<file path="src/rtl/axi_stream_hdr_pkg.sv">
// Shared definitions for the AXI-Stream header strip/insert blocks:
// packet FSM state encoding and default stream widths.
package axi_stream_hdr_pkg;

    localparam int DEF_DATA_WD      = 32;
    localparam int DEF_DATA_BYTE_WD = DEF_DATA_WD / 8;
    localparam int DEF_BYTE_CNT_WD  = 2;

    typedef enum logic [1:0] {
        IDLE  = 2'd0,
        BODY  = 2'd1,
        FLUSH = 2'd2
    } hdr_state_t;

endpackage

</file>
<file path="src/rtl/axis_byte_realign.sv">
// Combinational byte realigner: joins the held beat with the incoming beat
// and returns the word that starts N bytes into the held beat.
module axis_byte_realign
    import axi_stream_hdr_pkg::*;
#(
    parameter int DATA_WD      = DEF_DATA_WD,
    parameter int DATA_BYTE_WD = DATA_WD / 8,
    parameter int BYTE_CNT_WD  = DEF_BYTE_CNT_WD
) (
    input  logic [DATA_WD-1:0]      hold,
    input  logic [DATA_BYTE_WD-1:0] hold_keep,
    input  logic [DATA_WD-1:0]      data_in,
    input  logic [DATA_BYTE_WD-1:0] keep_in,
    input  logic [BYTE_CNT_WD:0]    n,
    output logic [DATA_WD-1:0]      data_out,
    output logic [DATA_BYTE_WD-1:0] keep_out
);

    logic [BYTE_CNT_WD+3:0]  bit_shift;
    logic [DATA_WD-1:0]      data_lo_unused;
    logic [DATA_BYTE_WD-1:0] keep_lo_unused;

    assign bit_shift = {n, 3'b000};

    // Double-width join so a shift of a full beat lands exactly on data_in.
    assign {data_out, data_lo_unused} = {hold, data_in} << bit_shift;
    assign {keep_out, keep_lo_unused} = {hold_keep, keep_in} << n;

endmodule

</file>
<file path="src/rtl/axi_stream_strip_header.sv">
// Strips an N-byte header from the front of each AXI-Stream packet, returning
// the header on its own port and the realigned payload on the output stream.
module axi_stream_strip_header
    import axi_stream_hdr_pkg::*;
#(
    parameter int DATA_WD      = DEF_DATA_WD,
    parameter int DATA_BYTE_WD = DATA_WD / 8,
    parameter int BYTE_CNT_WD  = DEF_BYTE_CNT_WD
) (
    input  logic                    clk,
    input  logic                    rst_n,

    input  logic                    valid_in,
    output logic                    ready_in,
    input  logic [DATA_WD-1:0]      data_in,
    input  logic [DATA_BYTE_WD-1:0] keep_in,
    input  logic                    last_in,

    output logic                    valid_out,
    output logic [DATA_WD-1:0]      data_out,
    output logic [DATA_BYTE_WD-1:0] keep_out,
    output logic                    last_out,
    input  logic                    ready_out,

    output logic                    valid_header,
    output logic [DATA_WD-1:0]      data_header,
    output logic [DATA_BYTE_WD-1:0] keep_header,
    input  logic                    ready_header,

    input  logic [BYTE_CNT_WD:0]    byte_strip_cnt,
    output logic [1:0]              state_dbg
);

    // Handshakes: a beat moves on any port only in a cycle where its valid and
    // ready are both high; valid never drops and data never changes while waiting.

    localparam logic [DATA_BYTE_WD-1:0] ALL_KEEP = '1;
    localparam logic [BYTE_CNT_WD:0]    MAX_N    = (BYTE_CNT_WD + 1)'(DATA_BYTE_WD);

    hdr_state_t state, state_nxt;

    logic [BYTE_CNT_WD:0]    n_q;
    logic [DATA_WD-1:0]      hold;
    logic [DATA_BYTE_WD-1:0] hold_keep;

    logic accept, out_free, hdr_free, residual;
    logic out_load, out_last_nxt, hdr_load, hold_load;

    logic [DATA_WD-1:0]      ra_hold, ra_data, ra_data_out;
    logic [DATA_BYTE_WD-1:0] ra_hold_keep, ra_keep, ra_keep_out, keep_inv;
    logic [BYTE_CNT_WD:0]    ra_n;

    assign out_free  = !valid_out || ready_out;
    assign hdr_free  = !valid_header || ready_header;
    assign ready_in  = (state != FLUSH) && out_free && (state != IDLE || hdr_free);
    assign accept    = valid_in && ready_in;
    assign state_dbg = state;

    // On the first beat nothing is held yet, so the beat itself stands in for
    // hold; outside BODY the incoming half is zero-filled.
    assign ra_hold      = (state == IDLE) ? data_in : hold;
    assign ra_hold_keep = (state == IDLE) ? keep_in : hold_keep;
    assign ra_data      = (state == BODY) ? data_in : '0;
    assign ra_keep      = (state == BODY) ? keep_in : '0;
    assign ra_n         = (state == IDLE) ? byte_strip_cnt : n_q;

    // Bytes of the last beat beyond the first N still need a flush beat.
    assign residual = |(keep_in & (ALL_KEEP >> n_q));

    axis_byte_realign #(
        .DATA_WD      (DATA_WD),
        .DATA_BYTE_WD (DATA_BYTE_WD),
        .BYTE_CNT_WD  (BYTE_CNT_WD)
    ) u_realign (
        .hold      (ra_hold),
        .hold_keep (ra_hold_keep),
        .data_in   (ra_data),
        .keep_in   (ra_keep),
        .n         (ra_n),
        .data_out  (ra_data_out),
        .keep_out  (ra_keep_out)
    );

    always_ff @(posedge clk) begin
        if (!rst_n) state <= IDLE;
        else        state <= state_nxt;
    end

    always_comb begin
        state_nxt = state;
        case (state)
            IDLE:    if (accept && !last_in) state_nxt = BODY;
            BODY:    if (accept && last_in)  state_nxt = residual ? FLUSH : IDLE;
            FLUSH:   if (out_free)           state_nxt = IDLE;
            default: state_nxt = IDLE;
        endcase
    end

    always_comb begin
        out_load     = 1'b0;
        out_last_nxt = 1'b0;
        hdr_load     = 1'b0;
        hold_load    = 1'b0;
        case (state)
            IDLE: begin
                hdr_load  = accept;
                hold_load = accept;
                if (accept && last_in && (|ra_keep_out)) begin
                    out_load     = 1'b1;
                    out_last_nxt = 1'b1;
                end
            end
            BODY: begin
                hold_load    = accept;
                out_load     = accept;
                out_last_nxt = last_in && !residual;
            end
            FLUSH: begin
                out_load     = out_free;
                out_last_nxt = 1'b1;
            end
            default: ;
        endcase
    end

    always_ff @(posedge clk) begin
        if (!rst_n) begin
            valid_out    <= 1'b0;
            data_out     <= '0;
            keep_out     <= '0;
            last_out     <= 1'b0;
            valid_header <= 1'b0;
            data_header  <= '0;
            keep_header  <= '0;
            hold         <= '0;
            hold_keep    <= '0;
            n_q          <= '0;
        end else begin
            if (out_load) begin
                valid_out <= 1'b1;
                data_out  <= ra_data_out;
                keep_out  <= ra_keep_out;
                last_out  <= out_last_nxt;
            end else if (ready_out) begin
                valid_out <= 1'b0;
            end

            if (hdr_load) begin
                valid_header <= 1'b1;
                data_header  <= data_in;
                keep_header  <= ~(ALL_KEEP >> byte_strip_cnt);
                n_q          <= byte_strip_cnt;
            end else if (ready_header) begin
                valid_header <= 1'b0;
            end

            if (hold_load) begin
                hold      <= data_in;
                hold_keep <= keep_in;
            end
        end
    end

    // Contiguous MSB-aligned keep means its inverse is a block of low ones.
    assign keep_inv = ~keep_in;

    always_ff @(posedge clk) begin
        if (rst_n && accept) begin
            a_keep_contiguous: assert ((keep_inv & (keep_inv + DATA_BYTE_WD'(1))) == '0);
            if (state == IDLE) begin
                a_strip_cnt_legal: assert (byte_strip_cnt != '0 && byte_strip_cnt <= MAX_N);
            end
        end
    end

endmodule

</file>
<file path="config.mk">
export PLATFORM = sky130hd
export DESIGN_NAME = axi_stream_strip_header
export DESIGN_NICKNAME = d
export VERILOG_FILES = /design/src/rtl/axi_stream_hdr_pkg.sv /design/src/rtl/axis_byte_realign.sv /design/src/rtl/axi_stream_strip_header.sv
export SDC_FILE = /design/constraint.sdc
export NUM_CORES = 1
export LEC_CHECK = 0
export CORE_MARGIN = 8
export CORE_UTILIZATION = 33
export CTS_BUF_LIST = sky130_fd_sc_hd__clkbuf_16
export CTS_CLUSTER_DIAMETER = 50
export DETAILED_ROUTE_END_ITERATION = 6
export PLACE_DENSITY = 0.54
export SYNTH_ARGS = -nofsm -noshare
export SYNTH_HDL_FRONTEND = slang
export SYNTH_SLANG_ARGS = --single-unit
</file>
<file path="constraint.sdc">
create_clock -name clk -period 4.8 [get_ports clk]
set_input_delay 0.96 -clock clk [delete_from_list [all_inputs] [get_ports clk]]
set_output_delay 0.96 -clock clk [all_outputs]
set_load 0.02 [all_outputs]
</file>
After elaboration in Yosys (flattened, before gate mapping)
Cells that the tools add are included.
Storage, ports and cells
  register bits: 116
  memories: 0
  latch bits: 0
  logic and storage cells: 64
  output and inout port bits: 78
  ROM bits: 0
  input bits: 45
  RAM bits: 0
Operators by class
  multiplexer cells: 19
  shifts and indexed selects: 4
  bitwise gates (word level): 2
  multiply operators: 0
  add/subtract/negate cells: 0
  divide/modulo/power cells: 0
  reduce and logical (&&, ||, !) cells: 22
  magnitude comparators: 0
  equality and inequality tests: 6
Operators by type and width (count)
  $mux W32: 2
  $shl A64 B6 Y64: 1
  $mux W2: 4
  $mux W4: 2
  $reduce_or A4 Y1: 2
  $shl A8 B3 Y8: 1
  $shr A4 B3 Y4 const A: 2
  $logic_and A1 B1 Y1: 7
  $mux W1: 7
  $pmux W1 S3: 2
  $pmux W2 S3: 1
  $reduce_bool A2 Y1: 3
  $and A4 B4 Y4: 1
  $logic_not A1 Y1: 4
  $ne A2 B1 Y1 const B: 2
  $ne A2 B2 Y1 const B: 2
  $not A4 Y4: 1
  $logic_or A1 B1 Y1: 3
  $mux W3: 1
  $reduce_and A3 Y1: 1
  $eq A2 B1 Y1 const B: 1
  $eq A2 B2 Y1 const B: 1
  $logic_not A2 Y1: 1
  $reduce_or A2 Y1: 1

Longest topological paths before layout
  depth in word-level cells: 10
  depth in mapped cells: 11
  gate-level depth less buffers: 6

Hierarchy
Synthesis repeated with hierarchy kept, for this count alone.
Unflattened totals
  cells, all modules: 823
  area total of the unflattened synthesis: 6807.8 µm²
Modules (own cells, without submodules)
  axi_stream_strip_header: instances 1, cells an instance 610, area each 5064.9 µm², sequential area each 2302.2 µm²
  axis_byte_realign: instances 1, cells an instance 213, area each 1742.9 µm², sequential area each 0.0 µm²

Worst setup path before layout
OpenSTA, ideal clock, no wires.
  path kind: input -> register
  from: input port byte_strip_cnt[0]
  to: register data_out[10]
  data arrival time: 2.551 ns
  stages on the path: 9
  path slack: 2.177 ns
  path buffers: 3
  library setup time: 0.072 ns
  path through: buf_2 mux2i_1 o32ai_4 a211oi_2 nand4_2 o21bai_2 buf_6 buf_12 mux2i_1
Between the ends
  word-level cells in the longest chain between the ends: 6
  elaborated cells on any way between the ends: 7
  classes of those cells: 2 x shift; 3 x mux; 2 x reduce/logical
RTL lines
  start: declaration: RTL line axi_stream_strip_header.sv:30  | input logic [BYTE_CNT_WD:0] byte_strip_cnt,
  $mux W3 (*): RTL line axi_stream_strip_header.sv:65  | assign ra_n = (state == IDLE) ? byte_strip_cnt : n_q;
  $shl A8 B3 Y8: RTL line axis_byte_realign.sv:27  | assign {keep_out, keep_lo_unused} = {hold_keep, keep_in} << n;
  $reduce_or A4 Y1: RTL line axi_stream_strip_header.sv:108  | if (accept && last_in && (|ra_keep_out)) begin
  $logic_and A1 B1 Y1: RTL line axi_stream_strip_header.sv:108
  $mux W1: RTL line axi_stream_strip_header.sv:108
  $pmux W1 S3: RTL line axi_stream_strip_header.sv:104  | case (state)
  end signal: assignment: RTL line axi_stream_strip_header.sv:141  | data_out <= ra_data_out;
  end: declaration: RTL line axi_stream_strip_header.sv:20  | output logic [DATA_WD-1:0] data_out,
Every way passes the cells marked *; elsewhere a longest branch is shown, timed or not.
A chain may end at the register's enable or synchronous reset.

Final worst setup path
  from: input port ready_header
  to: output port ready_in
Between the ends
  word-level cells in the longest chain between the ends: 3
RTL lines
  start: declaration: RTL line axi_stream_strip_header.sv:28  | input logic ready_header,
  $logic_or A1 B1 Y1: RTL line axi_stream_strip_header.sv:54  | assign hdr_free = !valid_header || ready_header;
  $logic_or A1 B1 Y1: RTL line axi_stream_strip_header.sv:55  | assign ready_in = (state != FLUSH) && out_free && (state != IDLE || hdr_free);
  $logic_and A1 B1 Y1: RTL line axi_stream_strip_header.sv:55
  end: declaration: RTL line axi_stream_strip_header.sv:14  | output logic ready_in,
Every way passes these cells.

==> flow_summary.yaml <==
run_status:
  status: "completed"
finish:
  layout-drive-gt1-share_pct: 6.26
  layout_commonest_cell: "nand2_1"
  finalNetCount: 927
  final.fill_count: 2012
  area_delta_synth_final_pct: 27.2
  final_cell_mix: "nand2_1 (220), clkdlybuf4s50_1 (120), dfxtp_1 (114)"
  fin_util_pct: 42.4
  n_antenna_cell: 0
sta:
  setup_viol: 0
  fmax_ghz: 0.292
  skew_ns: 0.00985
  rsz0062_at_grt: "no"
  min_period_over_period_pct: 71.4
  finalCriticalPeriod_ns: 3.43
  tightest_slew_ns: 1.02
  slew_headroom_pct: 32.0
  hold_viol_final: 0
  setup_tns_ns: 0
  final_max_slew_viol_count: 0
  setup_ws_ns: 1.37
floorplanning:
  die_h_um: 159
  rows: 52
  ios: 123
  die_area_mm2: 0.0251
  initial_core_util_pct: 33.3
  die_x_um: 159
  core_mm2: 0.0201
yosys:
  yosysSeqAreaShare_pct: 34.3
  synthesis.area_mm2: 0.00670
  ys_types: 66
  ys_warn_count: 0
  synth_fp_nets: 848
  synth_fa_ha_area_share_pct: 0
  synth_xor_area_share_pct: 0
  synth.avg_cell_area_um2: 8.35
  synth.area.mux_share_pct: 16.5
  synth_compound_area_share_pct: 23.9
  ys_ff_latch: 115
  synth_edf_count: 0
  synth-simple-area-share_pct: 19.1
  async_flop_share_pct: 0
  synth_top_family_by_area: "compound AO/OA/AOI/OAI gates"
  synth_cells: 803
  synth_flop_cell: "dfxtp_1"
detailed_routing:
  firstDrtPassIters: 5
  drt_wl_total_um: 22500
  wl_per_cell_um: 19.4
  drc: 0
  vias_per_cell: 5.27
  via_count: 6144
  drtIter0Drc: 538
  detail-route-antenna-nets: 0
global_route:
  grt_pass1_vias: 5990
  grt_max_degree: 80
  grt_first_pass_wirelength_um: 35000
  antenna_found_initial: 0
  overflow: 0
  grt_usage_pct: 18.1
clock_network:
  cts_buffer_depth: 2
  root_buffer: "clkbuf_16"
  hold_buffers: 0
  cts-htree-levels: 4
  clock_latency_ns: 0.42
  clkTransAtPathRegs_ns: 0.05
  clock_sinks: 115
  cts_tree: "built"
  cts-buffers-inserted: 17
  cts_setup_buffers: 0
  cts-resized-gates: 0
job:
  max_cap_viol_count: 0
power_and_ir_drop:
  totalPowerFinal_uw: 2960
  p_per_area_mw_per_mm2: 347
  p_leak_uw: 0.00323
  ir_drop_mv: 0.232
critical_path:
  crit_arrival_ns: 2.47
  critical-path-slowest-cell: "clkdlybuf4s50_1"
  cp-start-kind: "input port"
  path_cells: "clkdlybuf4s50_1, nor2b_1, o21bai_1, nand2_1, inv_1, clkdlybuf4s50_1"
  critPathMaxStageDelay_ns: 0.59
  cp-startpoint: "ready_header"
  crit_fanout: 3
  path_buf_inv: 3
  path_class: "input port to primary output"
  reg2reg_from: "state_dbg[1]$_SDFFE_PN0P_"
  crit_family: "buffers and inverters"
  worstSetupEndpointType: "primary output"
  critPathRequiredTime_ns: 3.84
  crit_top_cell: "clkdlybuf4s50_1"
placement:
  hpwl_um: 15700
  pre_cts_ws_ns: 1.09
  place_congestion: 0.869
  portBuffers: 122
hold_path:
  hp-start: "last_out$_SDFFE_PN0P_"
  worst_hold_path_type: "register to register"
[flip-flops by register name, summed over array words and instances (netlist names), 2 cells and up]
signal	flops
data_header	32
data_out	32
hold	32
hold_keep	4
keep_header	4
keep_out	4
n_q	2
state_dbg	2
[worst reg2reg max path: cells and delay by family, from the launching register on]
kind | cells | cell delay (ns)
buffers and inverters | 1 | 0.49
AOI/OAI and AO/OA | 3 | 0.90
muxes | 1 | 0.27
DFF | 1 | 0.53
and+or+nand+nor | 2 | 1.07
[cells by family (layout without fill, tap and decap cells)]
group,count (synthesis),count (layout)
AOI/OAI and AO/OA,206,206
buffers and inverters,77,169
DFF,115,115
muxes,109,109
and+or+nand+nor,296,296
[where the power goes]
group | switching, uW | internal (uW)
logic | 371 | 261
clock network | 455 | 801
registers | 54.3 | 1020
[path summary, 6_finish.rpt]
| check | endpoint | slack (ns) | depth (start not counted) |
|---|---|---|---|
| worst min-delay path | last_out$_SDFFE_PN0P_ | 0.44 | 2 |
| worst min register to register | last_out$_SDFFE_PN0P_ | 0.44 | 2 |
| worst max register to register | data_out[5]$_SDFFE_PN0P_ | 1.49 | 7 |
| worst max-delay path | ready_in | 1.37 | 6 |
[through the flow]
step | instance area [um^2] | std cells | hold slack (ns)
after floorplan | 6700 | 803 | 0.439
after global placement | 7950 | 1133 | 0.437
after detailed placement | 7950 | 1133 | 0.440
after CTS | 8530 | 1165 | 0.448
after global routing | 8530 | 1165 | 0.483
final | 8530 | 1165 | 0.442
[Yosys cell counts, types with 2 or more instances]
library cell	n	share of area, %
o311ai_0	3	0.39
nor2_1	28	1.6
dfxtp_1	115	34
o31a_1	3	0.39
inv_1	5	0.28
o211ai_1	2	0.22
or3_1	2	0.19
a21boi_2	2	0.34
a32oi_1	9	1.2
nand4_1	2	0.19
a21oi_1	14	1.0
nor2b_1	14	1.3
clkbuf_1	38	2.1
buf_12	3	0.90
a211oi_1	12	1.3
o21ai_0	10	0.75
o21a_1	3	0.34
mux2i_1	107	16
o211a_1	2	0.30
nor3b_1	3	0.34
o22ai_1	22	2.1
buf_6	5	0.84
nand3_1	5	0.37
o32ai_1	9	1.2
buf_4	5	0.56
nand2b_1	4	0.37
a21boi_0	72	8.1
a2bb2oi_1	8	1.0
buf_2	18	1.3
nand2_1	220	12
o221ai_1	17	2.2
and2_1	4	0.37
buf_1	2	0.11
o31ai_1	3	0.34
[cell type report]
type	instances	area, um^2	area share, %
Timing Repair Buffer	132	1290	15.1
Clock inverter	15	150	1.76
Sequential cell	115	2300	27.0
Clock buffer	17	425	4.99
Multi-Input combinational cell	611	4000	46.9
Inverter	5	18.8	0.220
Tap cell	270	338	3.96
[layer usage]
| layer | GRT usage, % | wire length (um) | vias up |
|---|---|---|---|
| li1 | - | - | 3008 |
| met1 | 25.3 | 10700 | 2881 |
| met2 | 26.0 | 9560 | 222 |
| met3 | 5.13 | 1740 | 33 |
| met4 | 6.38 | 498 | 0 |
| met5 | 0 | 0 | - |
Note: power is estimated with default switching activity, not from simulation.
